<file path="src/rtl/la_ioring_pkg.sv">
// Shared types for the IO ring power sequencer: FSM state encoding, ring bit
// positions and the per-state ring level. FAULT is OFF with the fault flag set,
// which keeps the state register at 3 bits.
package la_ioring_pkg;

    typedef enum logic [2:0] {
        OFF     = 3'd0,
        WAIT_PG = 3'd1,
        BIAS    = 3'd2,
        ISO     = 3'd3,
        DRV     = 3'd4,
        ON      = 3'd5,
        DN_DRV  = 3'd6,
        DN_ISO  = 3'd7
    } state_e;

    localparam int BIAS_EN_BIT = 0;
    localparam int ISO_REL_BIT = 1;
    localparam int DRV_EN_BIT  = 2;
    localparam int RING_OK_BIT = 3;

    // Low nibble of the ring bus driven while sitting in a given state.
    function automatic logic [3:0] ring_level(input state_e s);
        logic [3:0] r;
        r = 4'b0000;
        case (s)
            BIAS, DN_ISO: r[BIAS_EN_BIT] = 1'b1;
            ISO, DN_DRV: begin
                r[BIAS_EN_BIT] = 1'b1;
                r[ISO_REL_BIT] = 1'b1;
            end
            DRV: begin
                r[BIAS_EN_BIT] = 1'b1;
                r[ISO_REL_BIT] = 1'b1;
                r[DRV_EN_BIT]  = 1'b1;
            end
            ON: r = 4'b1111;
            default: r = 4'b0000;
        endcase
        return r;
    endfunction

endpackage

</file>
<file path="src/rtl/la_ioring_sync.sv">
// Power-good synchronizer: 2-flop sync of the asynchronous pg input.
// Latency: 2 cycles; with LA_IORING_SEQ_DEBOUNCE_EN a 16-cycle stability filter follows (2+16).
// Backpressure: none, free-running level path.
module la_ioring_sync (
    input  logic clk,
    input  logic reset,
    input  logic pg_i,
    output logic pg_s_o
);

    logic ff1_q;
    logic ff2_q;

    // Two-flop metastability synchronizer.
    always_ff @(posedge clk or posedge reset) begin
        if (reset) begin
            ff1_q <= 1'b0;
            ff2_q <= 1'b0;
        end else begin
            ff1_q <= pg_i;
            ff2_q <= ff1_q;
        end
    end

`ifdef LA_IORING_SEQ_DEBOUNCE_EN
    logic       filt_q;
    logic       filt_d;
    logic [3:0] cnt_q;
    logic [3:0] cnt_d;

    // Count consecutive cycles the synced value disagrees with the filtered
    // value; adopt it on the 16th, restart the count whenever they agree.
    always_comb begin
        filt_d = filt_q;
        cnt_d  = 4'd0;
        if (ff2_q != filt_q) begin
            if (cnt_q == 4'hF) begin
                filt_d = ff2_q;
            end else begin
                cnt_d = cnt_q + 4'd1;
            end
        end
    end

    // Debounce filter state.
    always_ff @(posedge clk or posedge reset) begin
        if (reset) begin
            filt_q <= 1'b0;
            cnt_q  <= 4'd0;
        end else begin
            filt_q <= filt_d;
            cnt_q  <= cnt_d;
        end
    end

    assign pg_s_o = filt_q;
`else
    assign pg_s_o = ff2_q;
`endif

endmodule

</file>
<file path="src/rtl/la_ioring_seq.sv">
// IO ring power sequencer: bias -> isolation release -> driver enable, reverse on teardown.
// Latency: all outputs registered; each timed step lasts dly+1 cycles; pg seen 2 (or 2+16 with LA_IORING_SEQ_DEBOUNCE_EN) cycles late.
// Backpressure: none; en/pg are levels, teardown always runs to completion.
module la_ioring_seq
    import la_ioring_pkg::*;
#(
    parameter int RINGW = 8,
    parameter int DLYW  = 16,
    parameter int TOW   = 20
) (
    input  logic             clk,
    input  logic             reset,
    input  logic             en,
    input  logic             pg,
    input  logic [DLYW-1:0]  dly,
    output logic [RINGW-1:0] ioring,
    output logic             ready,
    output logic             fault,
    output logic [2:0]       state
);

    // Timeout fires on the cycle the counter would step from all-ones-minus-one to all-ones.
    localparam logic [TOW-1:0] TO_MAX  = '1;
    localparam logic [TOW-1:0] TO_LAST = {{(TOW-1){1'b1}}, 1'b0};

    logic             pg_s;
    state_e           state_q,   state_d;
    logic             fault_q,   fault_d;
    logic [DLYW-1:0]  dly_cnt_q, dly_cnt_d;
    logic [TOW-1:0]   to_cnt_q,  to_cnt_d;
    logic [RINGW-1:0] ioring_q,  ioring_d;
    logic             ready_q,   ready_d;
    logic             dly_done;

    la_ioring_sync u_sync (
        .clk    (clk),
        .reset  (reset),
        .pg_i   (pg),
        .pg_s_o (pg_s)
    );

    assign dly_done = (dly_cnt_q == '0);

    // State and output registers; reset drops the ring at once, no teardown.
    always_ff @(posedge clk or posedge reset) begin
        if (reset) begin
            state_q   <= OFF;
            fault_q   <= 1'b0;
            dly_cnt_q <= '0;
            to_cnt_q  <= '0;
            ioring_q  <= '0;
            ready_q   <= 1'b0;
        end else begin
            state_q   <= state_d;
            fault_q   <= fault_d;
            dly_cnt_q <= dly_cnt_d;
            to_cnt_q  <= to_cnt_d;
            ioring_q  <= ioring_d;
            ready_q   <= ready_d;
        end
    end

    // Next-state logic: pg loss outranks en drop, teardown picks up at the current ring level.
    always_comb begin
        state_d   = state_q;
        fault_d   = fault_q;
        dly_cnt_d = dly_cnt_q;
        to_cnt_d  = to_cnt_q;
        case (state_q)
            OFF: begin
                if (fault_q) begin
                    if (!en) fault_d = 1'b0;
                end else if (en) begin
                    state_d  = WAIT_PG;
                    to_cnt_d = '0;
                end
            end
            WAIT_PG: begin
                if (!en) begin
                    state_d = OFF;
                end else if (pg_s) begin
                    state_d   = BIAS;
                    dly_cnt_d = dly;
                end else if (to_cnt_q == TO_LAST) begin
                    state_d  = OFF;
                    fault_d  = 1'b1;
                    to_cnt_d = TO_MAX;
                end else begin
                    to_cnt_d = to_cnt_q + 1'b1;
                end
            end
            BIAS, ISO, DRV: begin
                if (!pg_s || !en) begin
                    state_d   = (state_q == BIAS) ? DN_ISO : DN_DRV;
                    dly_cnt_d = dly;
                    if (!pg_s) fault_d = 1'b1;
                end else if (dly_done) begin
                    state_d   = (state_q == BIAS) ? ISO : ((state_q == ISO) ? DRV : ON);
                    dly_cnt_d = dly;
                end else begin
                    dly_cnt_d = dly_cnt_q - 1'b1;
                end
            end
            ON: begin
                if (!pg_s || !en) begin
                    state_d   = DN_DRV;
                    dly_cnt_d = dly;
                    if (!pg_s) fault_d = 1'b1;
                end
            end
            DN_DRV: begin
                if (dly_done) begin
                    state_d   = DN_ISO;
                    dly_cnt_d = dly;
                end else begin
                    dly_cnt_d = dly_cnt_q - 1'b1;
                end
            end
            DN_ISO: begin
                if (dly_done) begin
                    state_d = OFF;
                end else begin
                    dly_cnt_d = dly_cnt_q - 1'b1;
                end
            end
            default: state_d = OFF;
        endcase
    end

    // Output decode from the next state so the registered ring tracks the state register.
    always_comb begin
        ioring_d      = '0;
        ioring_d[3:0] = ring_level(state_d);
        ready_d       = (state_d == ON);
    end

    assign ioring = ioring_q;
    assign ready  = ready_q;
    assign fault  = fault_q;
    assign state  = state_q;

endmodule
</file>
<file path="config.mk">
export PLATFORM = sky130hd
export DESIGN_NAME = la_ioring_seq
export DESIGN_NICKNAME = d
export VERILOG_FILES = /design/src/rtl/la_ioring_pkg.sv /design/src/rtl/la_ioring_sync.sv /design/src/rtl/la_ioring_seq.sv
export SDC_FILE = /design/constraint.sdc
export NUM_CORES = 1
export LEC_CHECK = 0
export BUFFER_PORTS_ARGS = -buffer_cell sky130_fd_sc_hd__buf_4
export CORE_UTILIZATION = 64
export CTS_CLUSTER_SIZE = 40
export DETAILED_ROUTE_END_ITERATION = 8
export PLACE_DENSITY = 0.86
export SYNTH_ARGS = -nofsm -noshare
export SYNTH_HDL_FRONTEND = slang
export SYNTH_HIERARCHICAL = 1
export SYNTH_SLANG_ARGS = --single-unit
</file>
<file path="constraint.sdc">
create_clock -name clk -period 4.7 [get_ports clk]
set_clock_uncertainty 0.1 [all_clocks]
set_input_delay 0.94 -clock clk [delete_from_list [all_inputs] [get_ports clk]]
set_output_delay 0.94 -clock clk [all_outputs]
set_load 0.005 [all_outputs]
</file>
### Yosys cells after proc, flatten, opt, wreduce, memory -nomap -nowiden

Cells that the tools add are included.

* bits of input ports: 20
* output and inout port bits: 13
* word-level logic and storage cells: 89
* register bits: 47

* equality and inequality tests: 24
* multiplexer cells: 39
* $add $sub $neg: 2
* reduce and logical (&&, ||, !) cells: 16

Operators with widths (count)
* two-way mux 20 bit: 5
* two-way mux 16 bit: 6
* one-hot mux 16 bit (5 select lines): 1
* one-hot mux 20 bit (2 select lines): 1
* two-way mux 3 bit: 11
* == test 3 bit, second input constant: 8
* adder 20 x 1 -> 20 bit, second input constant: 1
* == test 20 bit, second input constant: 1
* one-hot mux 3 bit (6 select lines): 1
* zero test 16 bit: 1
* != test 2 bit, second input constant: 8
* subtractor 16 x 1 -> 16 bit, second input constant: 1
* two-way mux 1 bit: 13
* == test 3 x 2 -> 1 bit, second input constant: 4
* AND reduction 5 bit: 2
* OR reduction 4 bit: 2
* AND reduction 6 bit: 1
* OR reduction 6 bit: 1
* nonzero test 5 bit: 1
* != test 2 x 1 -> 1 bit, second input constant: 2
* == test 3 x 1 -> 1 bit, second input constant: 1
* zero test 3 bit: 1
* one-hot mux 1 bit (3 select lines): 1
* nonzero test 3 bit: 1
* other kinds (5): 6

### Longest topological paths before layout

* depth after elaboration: 9
* depth in mapped cells: 9
* mapped depth without buffers: 7

### Cells and area by module

Netlist, hierarchy kept.

By module, submodules not included
* la_ioring_seq: area each 3090.5 µm², cells an instance 362, instances 1, seq. area each 1101.1 µm²
* la_ioring_sync: area each 53.8 µm², cells an instance 3, instances 1, seq. area each 50.0 µm²

### Least setup slack after synthesis

OpenSTA, ideal clock, no wires.

* kind: input to register
* from: in en
* to: reg dly_cnt_q[15]
* library setup time: 0.087 ns
* arrival time: 2.280 ns
* data required time: 4.513 ns
* cell stages on the path: 7
* slack: 2.233 ns
* cells stage by stage: buf_2 > and2_1 > buf_2 > a22oi_1 > o21a_2 > or4_1 > o211ai_1

* word-level cells in the longest chain between the ends: 4
* elaborated cells between the ends (all ways): 7
* those cells by class: eq/ne: 2; mux: 2; reduce/logical: 3

RTL lines
* from (decl): line la_ioring_seq.sv:13 `input logic en,`
* zero test 1 bit: line la_ioring_seq.sv:93, la_ioring_seq.sv:105
* logical OR 1 bit: line la_ioring_seq.sv:93, la_ioring_seq.sv:105
* two-way mux 16 bit or != test 2 bit (tied branches)
* one-hot mux 16 bit (5 select lines) or AND reduction 5 bit (tied branches)
* to (signal assigned): line la_ioring_seq.sv:56 `dly_cnt_q <= dly_cnt_d;`
* to (decl): line la_ioring_seq.sv:29 `logic [DLYW-1:0] dly_cnt_q, dly_cnt_d;`

Parallel ways exist; a longest one is shown, timed or not.
A chain may end at the register's enable or synchronous reset.

### Worst setup path after layout

* from: reg dly_cnt_q[0]
* to: reg dly_cnt_q[7]

* word-level cells in the longest chain between the ends: 4
* elaborated cells between the ends (all ways): 8
* those cells by class: add/sub: 1; eq/ne: 1; mux: 4; reduce/logical: 2

RTL lines
* subtractor 16 x 1 -> 16 bit or zero test 16 bit (tied branches)
* two-way mux 16 bit: line la_ioring_seq.sv:97, la_ioring_seq.sv:112
* two-way mux 16 bit: line la_ioring_seq.sv:93 `if (!pg_s || !en) begin`
* one-hot mux 16 bit (5 select lines): line la_ioring_seq.sv:69 `case (state_q)`

Parallel ways exist; a longest one is shown, timed or not. The select of a mux whose other input is x is not followed.

==> summary.md <==
| Metric | Value |
|---|---|
| Met1 Use GR | `0.389` |
| EDFF count, synth | `0` |
| Placed cell area | `3300 sq um` |
| Final nets | `400` |
| Top_reg_cell synth | `dfrtp_1` |
| Outcome | `finished, final reports clean` |
| Pwr dens | `431 nW/um^2` |
| Pin count of the biggest net entering global routing | `45` |
| Crit. Startpoint | `dly_cnt_q[0]` |
| Crit. End Element | `flop` |
| Ant. Diodes | `0` |
| Number of max-cap violations | `0` |
| First-pass GRT wire length | `11.8 mm` |
| Reg-to-Reg End | `dly_cnt_q[7]` |
| DRT antenna net count | `0` |
| Worst vdd ir | `0.000275 V` |
| Reg-to-reg slack, setup | `1.76 ns` |
| CTS sink cnt | `46` |
| Critical Path Stages | `7` |
| Worst path buffer plus inverter count | `1` |
| M3 GR Usage | `0.0500` |
| Initial antenna violation count | `0` |
| CP top delay family | `compound AO/OA/AOI/OAI gates` |
| Via-per-instance ratio | `6.54` |
| Reg2reg start | `dly_cnt_q[0]` |
| Share of layout cells above drive strength 1 | `0.135` |
| Max_slew headroom | `0.326` |
| Max Clock Freq | `0.340 GHz` |
| Global Route Usage Sum | `0.291` |
| TritonCTS clock tree | `done` |
| Yosys top cell area share | `0.366` |
| Most instantiated cells after synthesis | `dfrtp_1 (46), o21ai_0 (36), nor2_1 (27)` |
| Hold-fix buffers, CTS | `0` |
| Post-synth ARST share | `1.00` |
| Startpoint Class | `flop` |
| Netlist Area Pre-Place | `3140 sq um` |
| Post-CTS setup buffer count | `0` |
| Core region area | `4720 sq um` |
| Final core utilization | `0.728` |
| Worst-Skew Late Latency | `0.30 ns` |
| Vias | `2903` |
| Synth top area cells | `dfrtp_1 (37%), o21ai_0 (5.7%), a21oi_1 (3.5%)` |
| Vias in the first global route | `2583` |
| Initial Util | `0.666` |
| YS warnings | `6` |
| CTS buffer count | `5` |
| Synth-to-Final Area Change | `9.35%` |
| # placed instances | `436` |
| RSZ-0062 raised after global routing | `no` |
| Final period util | `0.625` |
| Worst setup path class | `reg2reg` |
| DRC violations left | `0` |
| Top-count cell post-synth | `dfrtp_1` |
| Final Power | `1.48 mW` |
| Max incr delay on CP | `0.83 ns` |
| Hold WC Path Type | `reg2reg` |
| P_leak | `1.50 nW` |
| Fin. Hold Viols | `0` |
| Syn Inst Count | `365` |
| Boundary pin count | `33` |
| Worst Setup EP | `dly_cnt_q[7]` |
| Synthesized area per cell | `8.61 sq um` |
| H-tree depth | `2` |
| Cts repair resizes | `0` |
| Critical Path RT | `4.81 ns` |
| Finished layout cell area | `3440 sq um` |
| DP Worst Slack | `1.85 ns` |
| Die ar. | `5200 sq um` |
| Hold Worst Slack | `0.255 ns` |
| Setup_tns | `0 ns` |
| Worst Reg2Reg Path Length in Cells | `7` |
| Die H | `72.1 um` |
| Min cycle time layout | `2.94 ns` |
| CTS clk-pin slew, worst paths | `0.09 ns` |
| Grt met2 use | `0.474` |
| Total iterations of the first detailed-routing run | `5` |
| DP HPWL | `4.75 mm` |
| Routability cong. | `0.884` |
| Yosys top cell by area | `dfrtp_1` |
| CP max FO | `19` |
| Sequential area share after synthesis | `0.366` |
| Iter 0 DRT Violations | `196` |
| CP cell instances | `inv_1, ha_1, nor4b_1, nand4_1, o22ai_2, nor4_1, a311oi_2` |
| Total Wirelength | `7.11 mm` |
| Die width | `72.1 um` |
| Worst slew pin tran | `1.00 ns` |
| Grt peak-use layer | `met2` |
| Post-route insts no fill | `444` |
| Crit path max-delay cell type | `o22ai_2` |
| WL per Instance | `16.0 um` |
| Port-buffer cells | `28` |
| Cell variety after synth | `63` |
| Fin worst setup slack | `1.76 ns` |
| Std cell rows | `25` |
| Seq cells post-synth | `46` |
| Gr ovfl total | `0` |
| CTS Buffer Depth | `2` |
| CP Data Arrival Time | `3.05 ns` |
| CTS Root Cell | `clkbuf_8` |
| Setup Viol. Count Final | `0` |
| Final-report max-slew violation count | `0` |
==> worst register-to-register path, stage by stage (launching register included) <==
cell and delay, ns:
dfrtp_1 0.41, inv_1 0.12, ha_1 0.15, nor4b_1 0.34
nand4_1 0.50, o22ai_2 0.83, nor4_1 0.17, a311oi_2 0.24
==> cell usage in the layout (no fill, tap or decap), types with 4 or more instances in the layout <==
master	instances
a21o_1	9
a21oi_1	22
a22o_1	7
a22oi_1	4
a31oi_1	9
and2_1	6
and3_1	5
buf_4	29
clkbuf_8	6
conb_1	4
dfrtp_1	46
ha_1	4
inv_1	15
mux2i_1	11
nand2_1	19
nand2b_1	8
nand3_1	13
nand4_1	11
nor2_1	27
nor3_1	11
o21ai_0	36
o22ai_1	4
o2bb2ai_1	6
o31ai_1	4
or3_1	6
==> flip-flops by register name, summed over array words and instances (netlist names) <==
signal and count:
dly_cnt_q 16, fault 1, ioring 3, ready 1, state 3, to_cnt_q 20, u_sync/ff1_q 1, u_sync/pg_s_o 1
==> cell type report <==
class | count | area (sq um)
Multi-Input combinational cell | 278 | 1780
Fill cell | 364 | 1280
Sequential cell | 46 | 1150
Timing Repair Buffer | 29 | 218
Tap cell | 67 | 83.8
Clock buffer | 6 | 82.6
Clock inverter | 2 | 60.1
Inverter | 16 | 60.1
==> layer usage <==
metal | vias to the layer above | wire length (um)
met2 | 122 | 3430
met3 | 25 | 370
met1 | 1383 | 3110
li1 | 1373 | -
met5 | - | 0
met4 | 0 | 199
==> power breakdown <==
part	internal, mW	switching [mW]	leakage, nW	total (mW)
logic	0.238	0.250	0.840	0.488
registers	0.485	0.145	0.585	0.629
clock network	0.227	0.137	0.0714	0.363
==> worst min path at each step <==
stage / start / end / slack [ns] / cells after the start
4_1_cts: u_sync/ff1_q / u_sync/pg_s_o / 0.26 / 0
3_5_place_dp: u_sync/ff1_q / u_sync/pg_s_o / 0.24 / 0
2_1_floorplan: u_sync/ff1_q / u_sync/pg_s_o / 0.23 / 0
3_3_place_gp: u_sync/ff1_q / u_sync/pg_s_o / 0.23 / 0
5_1_grt: u_sync/ff1_q / u_sync/pg_s_o / 0.27 / 0
6_report: u_sync/ff1_q / u_sync/pg_s_o / 0.26 / 0
==> logic make-up after synthesis <==
logic type	share of synthesized area
other	0.00119
and+or+nand+nor	0.228
DFF	0.366
adders and majority gates	0.0159
buffers and inverters	0.0704
xor gates and xnor gates	0.0135
AOI/OAI and AO/OA	0.270
muxes	0.0350
(Power assumes the default switching activity.)
